<file path="src/rtl/ppu_oam_ctrl.sv">
// ppu_oam_ctrl: owner of the primary OAM port.
// Arbitrates the OAM RAM between the CPU register interface ($2003/$2004),
// the $4014 page DMA engine and the sprite evaluator during rendering.
// Holds OAMADDR, the DMA sequencer that stalls the CPU for one 256-byte
// page copy, and the rendering-window lockout / OAMADDR clear rules.
//
// Build option:
//   OAM_ATTR_MASK_EN - when defined, every write to an attribute byte
//   (address bits [1:0] == 2) stores the data with bits 4:2 cleared.
//   When undefined, all eight bits are stored as written.

module ppu_oam_ctrl #(
    parameter int VIS_LINES = 240,
    parameter int PRE_LINE  = 261
) (
    input  logic        clk,
    input  logic        reset,
    // CPU side
    input  logic        cpu_ce,
    input  logic        cpu_odd,
    input  logic [1:0]  reg_sel,
    input  logic        reg_wr,
    input  logic        reg_rd,
    input  logic [7:0]  cpu_wdata,
    output logic [7:0]  cpu_rdata,
    output logic        cpu_stall,
    // DMA bus master
    output logic [15:0] dma_addr,
    output logic        dma_rd,
    input  logic [7:0]  dma_data,
    // Rendering context
    input  logic        render_en,
    input  logic [9:0]  scanline,
    input  logic [9:0]  x_idx,
    // Sprite unit
    input  logic [7:0]  eval_addr,
    output logic [7:0]  eval_data,
    // OAM RAM port
    output logic [7:0]  oam_addr,
    output logic        oam_we,
    output logic [7:0]  oam_wdata,
    input  logic [7:0]  oam_rdata
);

    localparam logic [9:0] VIS_END  = 10'(VIS_LINES);
    localparam logic [9:0] PRE_IDX  = 10'(PRE_LINE);
    localparam logic [9:0] CLR_LO   = 10'd257;
    localparam logic [9:0] CLR_HI   = 10'd320;

    localparam logic [1:0] SEL_OAMADDR = 2'b00;
    localparam logic [1:0] SEL_OAMDATA = 2'b01;
    localparam logic [1:0] SEL_OAMDMA  = 2'b10;

    typedef enum logic [2:0] {
        D_IDLE,
        D_HALT,
        D_ALIGN,
        D_READ,
        D_WRITE
    } dma_state_t;

    dma_state_t state, state_next;

    logic [7:0] oamaddr;     // OAMADDR register
    logic [7:0] dma_page;    // high byte of the DMA source address
    logic [7:0] dma_idx;     // byte counter within the page
    logic [7:0] dma_byte;    // byte captured in D_READ, written in D_WRITE

    logic       rendering;
    logic       oamaddr_clear;
    logic       cpu_access_ok;
    logic       cpu_wr_addr;
    logic       cpu_wr_data;
    logic       cpu_rd_data;
    logic       dma_start;
    logic       dma_wr_go;
    logic [7:0] wr_byte;

    // Rendering window and CPU register decode; CPU accesses only count while the DMA is idle.
    always_comb begin
        rendering     = render_en && ((scanline < VIS_END) || (scanline == PRE_IDX));
        oamaddr_clear = rendering && (x_idx >= CLR_LO) && (x_idx <= CLR_HI);
        cpu_access_ok = cpu_ce && (state == D_IDLE);
        cpu_wr_addr   = cpu_access_ok && reg_wr && (reg_sel == SEL_OAMADDR);
        cpu_wr_data   = cpu_access_ok && reg_wr && (reg_sel == SEL_OAMDATA);
        cpu_rd_data   = cpu_access_ok && reg_rd && (reg_sel == SEL_OAMDATA);
        dma_start     = cpu_access_ok && reg_wr && (reg_sel == SEL_OAMDMA);
    end

    // DMA state register.
    // NOTE: sequential state is updated with non-blocking assignments so every
    // register samples the pre-edge values of the others, independent of block order.
    always_ff @(posedge clk or posedge reset) begin
        if (reset) begin
            state <= D_IDLE;
        end else begin
            state <= state_next;
        end
    end

    // DMA next-state logic and bus outputs; all transitions wait for cpu_ce.
    always_comb begin
        // NOTE: every output of this block gets a default first, so no path
        // leaves a signal unassigned and no latch is inferred.
        state_next = state;
        cpu_stall  = (state != D_IDLE);
        dma_rd     = 1'b0;
        dma_addr   = 16'h0000;
        dma_wr_go  = 1'b0;

        case (state)
            D_IDLE: begin
                if (dma_start) begin
                    state_next = D_HALT;
                end
            end

            D_HALT: begin
                if (cpu_ce) begin
                    state_next = cpu_odd ? D_ALIGN : D_READ;
                end
            end

            D_ALIGN: begin
                if (cpu_ce) begin
                    state_next = D_READ;
                end
            end

            D_READ: begin
                dma_addr = {dma_page, dma_idx};
                dma_rd   = cpu_ce;
                if (cpu_ce) begin
                    state_next = D_WRITE;
                end
            end

            D_WRITE: begin
                dma_wr_go = cpu_ce;
                if (cpu_ce) begin
                    state_next = (dma_idx == 8'hFF) ? D_IDLE : D_READ;
                end
            end

            default: begin
                state_next = D_IDLE;
            end
        endcase
    end

    // DMA datapath: page latch, byte counter and captured read data.
    always_ff @(posedge clk or posedge reset) begin
        if (reset) begin
            dma_page <= 8'h00;
            dma_idx  <= 8'h00;
            dma_byte <= 8'h00;
        end else begin
            if (dma_start) begin
                dma_page <= cpu_wdata;
                dma_idx  <= 8'h00;
            end
            if ((state == D_READ) && cpu_ce) begin
                dma_byte <= dma_data;
            end
            if (dma_wr_go) begin
                dma_idx <= dma_idx + 8'd1;
            end
        end
    end

    // OAMADDR: the sprite-fetch clear wins, then a DMA write, then CPU accesses.
    // A data write during rendering skips to the next sprite (+4) instead of writing.
    always_ff @(posedge clk or posedge reset) begin
        if (reset) begin
            oamaddr <= 8'h00;
        end else if (oamaddr_clear) begin
            oamaddr <= 8'h00;
        end else if (dma_wr_go || cpu_wr_data) begin
            oamaddr <= rendering ? (oamaddr + 8'd4) : (oamaddr + 8'd1);
        end else if (cpu_wr_addr) begin
            oamaddr <= cpu_wdata;
        end
    end

    // OAMDATA read register, sampled from whatever address the port mux selects.
    always_ff @(posedge clk or posedge reset) begin
        if (reset) begin
            cpu_rdata <= 8'h00;
        end else if (cpu_rd_data) begin
            cpu_rdata <= oam_rdata;
        end
    end

    // OAM port mux: the sprite unit owns the address while rendering and all writes are blocked.
    always_comb begin
        wr_byte = dma_wr_go ? dma_byte : cpu_wdata;
`ifdef OAM_ATTR_MASK_EN
        if (oamaddr[1:0] == 2'd2) begin
            wr_byte[4:2] = 3'b000;
        end
`endif
        oam_addr  = rendering ? eval_addr : oamaddr;
        oam_we    = !reset && !rendering && (dma_wr_go || cpu_wr_data);
        oam_wdata = oam_we ? wr_byte : 8'h00;
    end

    assign eval_data = oam_rdata;

endmodule

</file>
<file path="config.mk">
export PLATFORM = sky130hd
export DESIGN_NAME = ppu_oam_ctrl
export DESIGN_NICKNAME = d
export VERILOG_FILES = /design/src/rtl/ppu_oam_ctrl.sv
export SDC_FILE = /design/constraint.sdc
export NUM_CORES = 1
export LEC_CHECK = 0
export BUFFER_PORTS_ARGS = -buffer_cell sky130_fd_sc_hd__buf_4
export CAP_MARGIN = 20
export CORE_UTILIZATION = 50
export CTS_BUF_LIST = sky130_fd_sc_hd__clkbuf_4
export CTS_CLUSTER_DIAMETER = 60
export DETAILED_ROUTE_END_ITERATION = 10
export GPL_TIMING_DRIVEN = 0
export PLACE_DENSITY = 0.83
export REMOVE_ABC_BUFFERS = 1
export SYNTH_ARGS = -nofsm -noshare
export SYNTH_HDL_FRONTEND = slang
export SYNTH_SLANG_ARGS = --single-unit
export TNS_END_PERCENT = 50
</file>
<file path="constraint.sdc">
create_clock -name clk -period 3.6 [get_ports clk]
set_input_delay 0.72 -clock clk [delete_from_list [all_inputs] [get_ports clk]]
set_output_delay 0.72 -clock clk [all_outputs]
set_load 0.03 [all_outputs]
</file>
Word-level counts from Yosys, hierarchy flattened
Index checks and enable logic that the tools add are counted.

Order comparisons: 3. Reductions and logical operators: 23. Muxes and demuxes: 20. Add/sub/neg operators: 3. Eq/ne operators: 13.

Operators with widths (number): 8-bit two-way mux (9); 8-bit by 1-bit adder with 8-bit output, second input constant (2); 16-bit two-way mux (1); 3-bit two-way mux (5); 3-bit one-hot mux with 5 select lines (1); 1-bit logical AND (13); 10-bit by 9-bit == test with 1-bit output, second input constant (1); 10-bit by 9-bit >= comparator with 1-bit output, second input constant (1); 10-bit by 9-bit less-or-equal comparator with 1-bit output, second input constant (1); 10-bit by 8-bit < comparator with 1-bit output, second input constant (1); 2-bit inequality test, second input constant (5); 8-bit by 3-bit adder with 8-bit output, second input constant (1); 8-bit == test, second input constant (1); 3-bit by 2-bit == test with 1-bit output, second input constant (2); 3-bit nonzero test (2); 5-bit AND reduction (1); 3-bit by 1-bit == test with 1-bit output, second input constant (1); 3-bit == test, second input constant (1); 3-bit zero test (1); 1-bit two-way mux (3); 2-bit by 1-bit == test with 1-bit output, second input constant (1); 2-bit == test, second input constant (1); 1-bit zero test (2); 2-bit zero test (1); 3 further kinds (4).

Flip-flop bits (word level): 43. Output and inout port bits: 51. Logic and storage cells: 68.

Longest topological paths before layout
Depth after elaboration: 7. Depth in mapped cells: 7.

Least setup slack after synthesis
No wires, ideal clock.

Kind: in2out. Start point: in reset. End point: out oam_wdata[0]. Stages on the path: 3. Buffers on the path: 0. Required time: 2.880 ns. Data arrival time: 2.772 ns. Setup slack: 0.108 ns. Cell sequence: inv_1 > nand4_1 > a21oi_1.

Word-level cells in the longest chain between the ends: 4.

Ends and longest elaborated chain: start: declaration (line 17) `input logic reset,`; 1-bit zero test (line 203) `oam_we = !reset && !rendering && (dma_wr_go || cpu_wr_data);`; 1-bit logical AND (2 in series) (line 203); 8-bit two-way mux (line 204) `oam_wdata = oam_we ? wr_byte : 8'h00;`; end: declaration (line 41) `output logic [7:0] oam_wdata,`.

Every way passes these cells.

Worst setup path after layout
Start point: reg state[1]. End point: out oam_wdata[1].

Word-level cells in the longest chain between the ends: 7.

Ends and longest elaborated chain: start: declaration (line 62) `dma_state_t state, state_next;`; start signal: assignment (line 97) `state <= state_next;`; 3-bit zero test (line 83) `cpu_access_ok = cpu_ce && (state == D_IDLE);`; 1-bit logical AND (line 83); 1-bit logical AND (2 in series) (line 85) `cpu_wr_data = cpu_access_ok && reg_wr && (reg_sel == SEL_OAMDATA);`; 1-bit logical OR (line 203); 1-bit logical AND (line 203); 8-bit two-way mux * (line 204).

Mark *: on every way between the ends. The rest lies on a longest branch, timed or not.

==> summary.md <==
| Metric | Value |
|---|---|
| Outcome | `finished clean` |
| Global-route wire length before repair | `10.74 mm` |
| RSZ-0062 raised after global routing | `no` |
| Worst Path Buf+Inv | `2` |
| Pin count of the biggest net entering global routing | `44` |
| # rows | `26` |
| Clock slew seen by the registers of the worst setup and hold paths | `130 ps` |
| Final Core Density | `69.58%` |
| Critical-path top delay cell | `dfrtp_1` |
| GPL Wtd Cong | `0.7917` |
| Slew headroom | `34.21%` |
| Fin crit share | `86.96%` |
| CP Data Required Time | `2880 ps` |
| Gr ovfl total | `0` |
| CTS max path bufs | `2` |
| Worst EP arrival | `2410 ps` |
| Sw frac | `42.20%` |
| Vias in the first global route | `2336` |
| Global Route Usage Sum | `25.68%` |
| FF+latch count, synth | `43` |
| Cell variety after synth | `45` |
| Highest clock rate | `319.4 MHz` |
| Root buffer cell | `clkbuf_4` |
| Comb power frac | `48.6%` |
| Initial antenna violation count | `0` |
| H-tree depth | `2` |
| Clock network power share | `11.4%` |
| TritonCTS Buffers | `5` |
| Crit path cell chain | `nor3b_4, o21a_1, nand4_1, buf_4, a21oi_1, buf_4` |
| R2R Path End | `dma_idx[6]` |
| Total Wirelength | `6.641 mm` |
| Routed len/inst | `14.92 µm` |
| Dominant synthesized flop cell | `dfrtp_1` |
| Yosys warnings | `0` |
| Boundary pin count | `112` |
| Die W | `74.60 µm` |
| Hold Crit Class | `in2async` |
| Reg2Reg Setup Slack | `1400 ps` |
| CP startpoint | `state[1]` |
| Power share of the sequential group | `40.0%` |
| Min setup slack post-route | `469.4 ps` |
| Via density | `5.494` |
| Gate Count Post-Synth | `275` |
| Crit path largest cell delay | `530 ps` |
| Synth Cell Area | `2635 µm²` |
| CP Launch Type | `register` |
| Max Cap Viol | `0` |
| NumNets Final | `438` |
| Initial Util | `51.92%` |
| Area added between synthesis and finish | `34.00%` |
| Crit Path Max Fanout | `9` |
| Most common cell after layout, fill and taps aside | `buf_4` |
| Post-CTS Setup Bufs | `0` |
| Setup TNS | `0 ps` |
| Worst slew pin tran | `985.3 ps` |
| Net Sw Power | `0.9143 mW` |
| Slew Limit Fails | `0` |
| Fraction of layout cells with a size suffix above 1 | `43.47%` |
| Clk_lat worst skew | `360 ps` |
| Most frequent cells in the layout | `buf_4 (112), dfrtp_1 (43), nand2_1 (38)` |
| Post-synth EDFFs | `0` |
| CP top delay family | `compound AO/OA/AOI/OAI gates` |
| Post-Place Cell Area | `3466 µm²` |
| Seq/Total Area, Yosys | `40.84%` |
| Initial DRC Count | `183` |
| Post-CTS Resized | `0` |
| CTS tree | `built` |
| Crit. End Element | `output pin` |
| Final setup vio count | `0` |
| Diode count | `0` |
| Syn Area/Cell | `9.582 µm²` |
| Final Hold Vio Count | `0` |
| WS Path Type | `reg2out` |
| Core footprint | `5075 µm²` |
| Worst R2R Start | `state[1]` |
| Pwr/cell area | `613.6 nW/µm²` |
| Minimum clock period | `3131 ps` |
| HPWL after detailed placement | `5.021 mm` |
| Setup skew after layout | `14.67 ps` |
| Final Cell Area | `3531 µm²` |
| DR pass1 iterations | `5` |
| Cell mode on critical path | `buf_4` |
| DIE AREA | `5564 µm²` |
| Int Power | `1.252 mW` |
| Die H | `74.60 µm` |
| Via count | `2445` |
| Setup WS pre-CTS | `293.0 ps` |
| Reg2Reg Depth | `4` |
| I/O Buffers | `111` |
| Hold Buf Count CTS | `0` |
| Maximum VDD drop | `0.4832 mV` |
| Pleak | `1.696 nW` |
| CTS sink cnt | `43` |
| Post-synth ARST share | `100.0%` |
| Drt drc | `0` |
| Antenna-violating nets left | `0` |
[worst reg2reg max path: stages, from the launching register on]
cell	delay, ps
dfrtp_1	530
nor4bb_4	930
nor2_1	300
o21ai_0	220
o21ai_0	120
[synth_stat cells, drive strengths merged (2+ instances only)]
cell type | n | area share (%)
o21ai | 23 | 4.4
xnor2 | 2 | 0.66
and4 | 4 | 1.4
inv | 4 | 0.57
mux2i | 2 | 0.76
clkbuf | 5 | 0.71
a2111oi | 3 | 2.2
nor4 | 2 | 1.0
and2 | 18 | 4.3
a21oi | 12 | 2.3
and3b | 2 | 0.66
nor2b | 2 | 0.47
mux2 | 32 | 14
or3 | 3 | 0.71
nand4 | 3 | 0.71
a31oi | 5 | 1.2
nand2 | 38 | 5.4
dfrtp | 43 | 41
o21a | 2 | 0.57
ha | 3 | 1.4
and3 | 6 | 1.4
nor3b | 2 | 1.0
nand3 | 10 | 1.9
buf | 16 | 4.0
nor4bb | 3 | 1.1
nor3 | 5 | 1.1
nor2 | 15 | 2.1
[through the flow]
step	power, mW	hold slack, ps	std cells
after CTS	2.176	200.3	444
final	2.167	210.9	445
after detailed placement	1.931	487.3	436
after global placement	1.880	480.5	435
after global routing	2.311	188.4	445
after floorplan	1.527	464.9	254
[power by group through the flow]
stage | Clock (mW) | Sequential [mW] | Combinational, mW
2_1_floorplan | 0 | 0.907 | 0.620
3_3_place_gp | 0 | 0.852 | 1.03
3_5_place_dp | 0 | 0.875 | 1.06
4_1_cts | 0.254 | 0.864 | 1.06
5_1_grt | 0.272 | 0.897 | 1.14
6_report | 0.248 | 0.866 | 1.05
[state kept, by name, indices dropped and copies added (netlist names)]
name	count
dma_byte	8
dma_page	8
state	3
cpu_rdata	8
dma_idx	8
oamaddr	8
[metal layers]
| metal | global-route usage [%] | up-vias | share of wire [%] | wire, µm |
|---|---|---|---|---|
| met2 | 42.74 | 105 | 50 | 3297 |
| met4 | 6.289 | 0 | 1.4 | 93 |
| met3 | 5.420 | 11 | 6.7 | 443 |
| li1 | - | 1181 | - | - |
| met1 | 34.32 | 1148 | 42 | 2806 |
| met5 | 0 | - | 0 | 0 |
[area by class of cell]
cell class / instances / area, µm²
inverter: 4 / 15.01
sequential: 43 / 1076
clock inverter: 2 / 12.51
timing repair buffer: 113 / 860.8
tap: 70 / 87.58
multi-input combinational: 207 / 1434
fill: 434 / 1544
clock buffer: 6 / 45.04
[worst max path at each step]
stage | endpoint | slack [ps] | cells after the start
2_1_floorplan | oam_wdata[0] | 110 | 3
3_3_place_gp | oam_wdata[6] | -810 | 5
3_5_place_dp | oam_wdata[1] | 290 | 6
4_1_cts | oam_wdata[1] | 170 | 5
5_1_grt | oam_wdata[3] | 310 | 6
6_report | oam_wdata[1] | 470 | 6
[cell families after synthesis]
logic type,Yosys count,share of synthesized area [%]
buffers and inverters,25,5.318
AND/OR/NAND/NOR,116,24.46
XOR/XNOR,3,0.9973
multiplexers,34,14.44
AO/OA/AOI/OAI,51,12.54
adder cells (fa/ha/maj),3,1.425
flip-flops,43,40.84
Note: power is estimated with default switching activity, not from simulation.
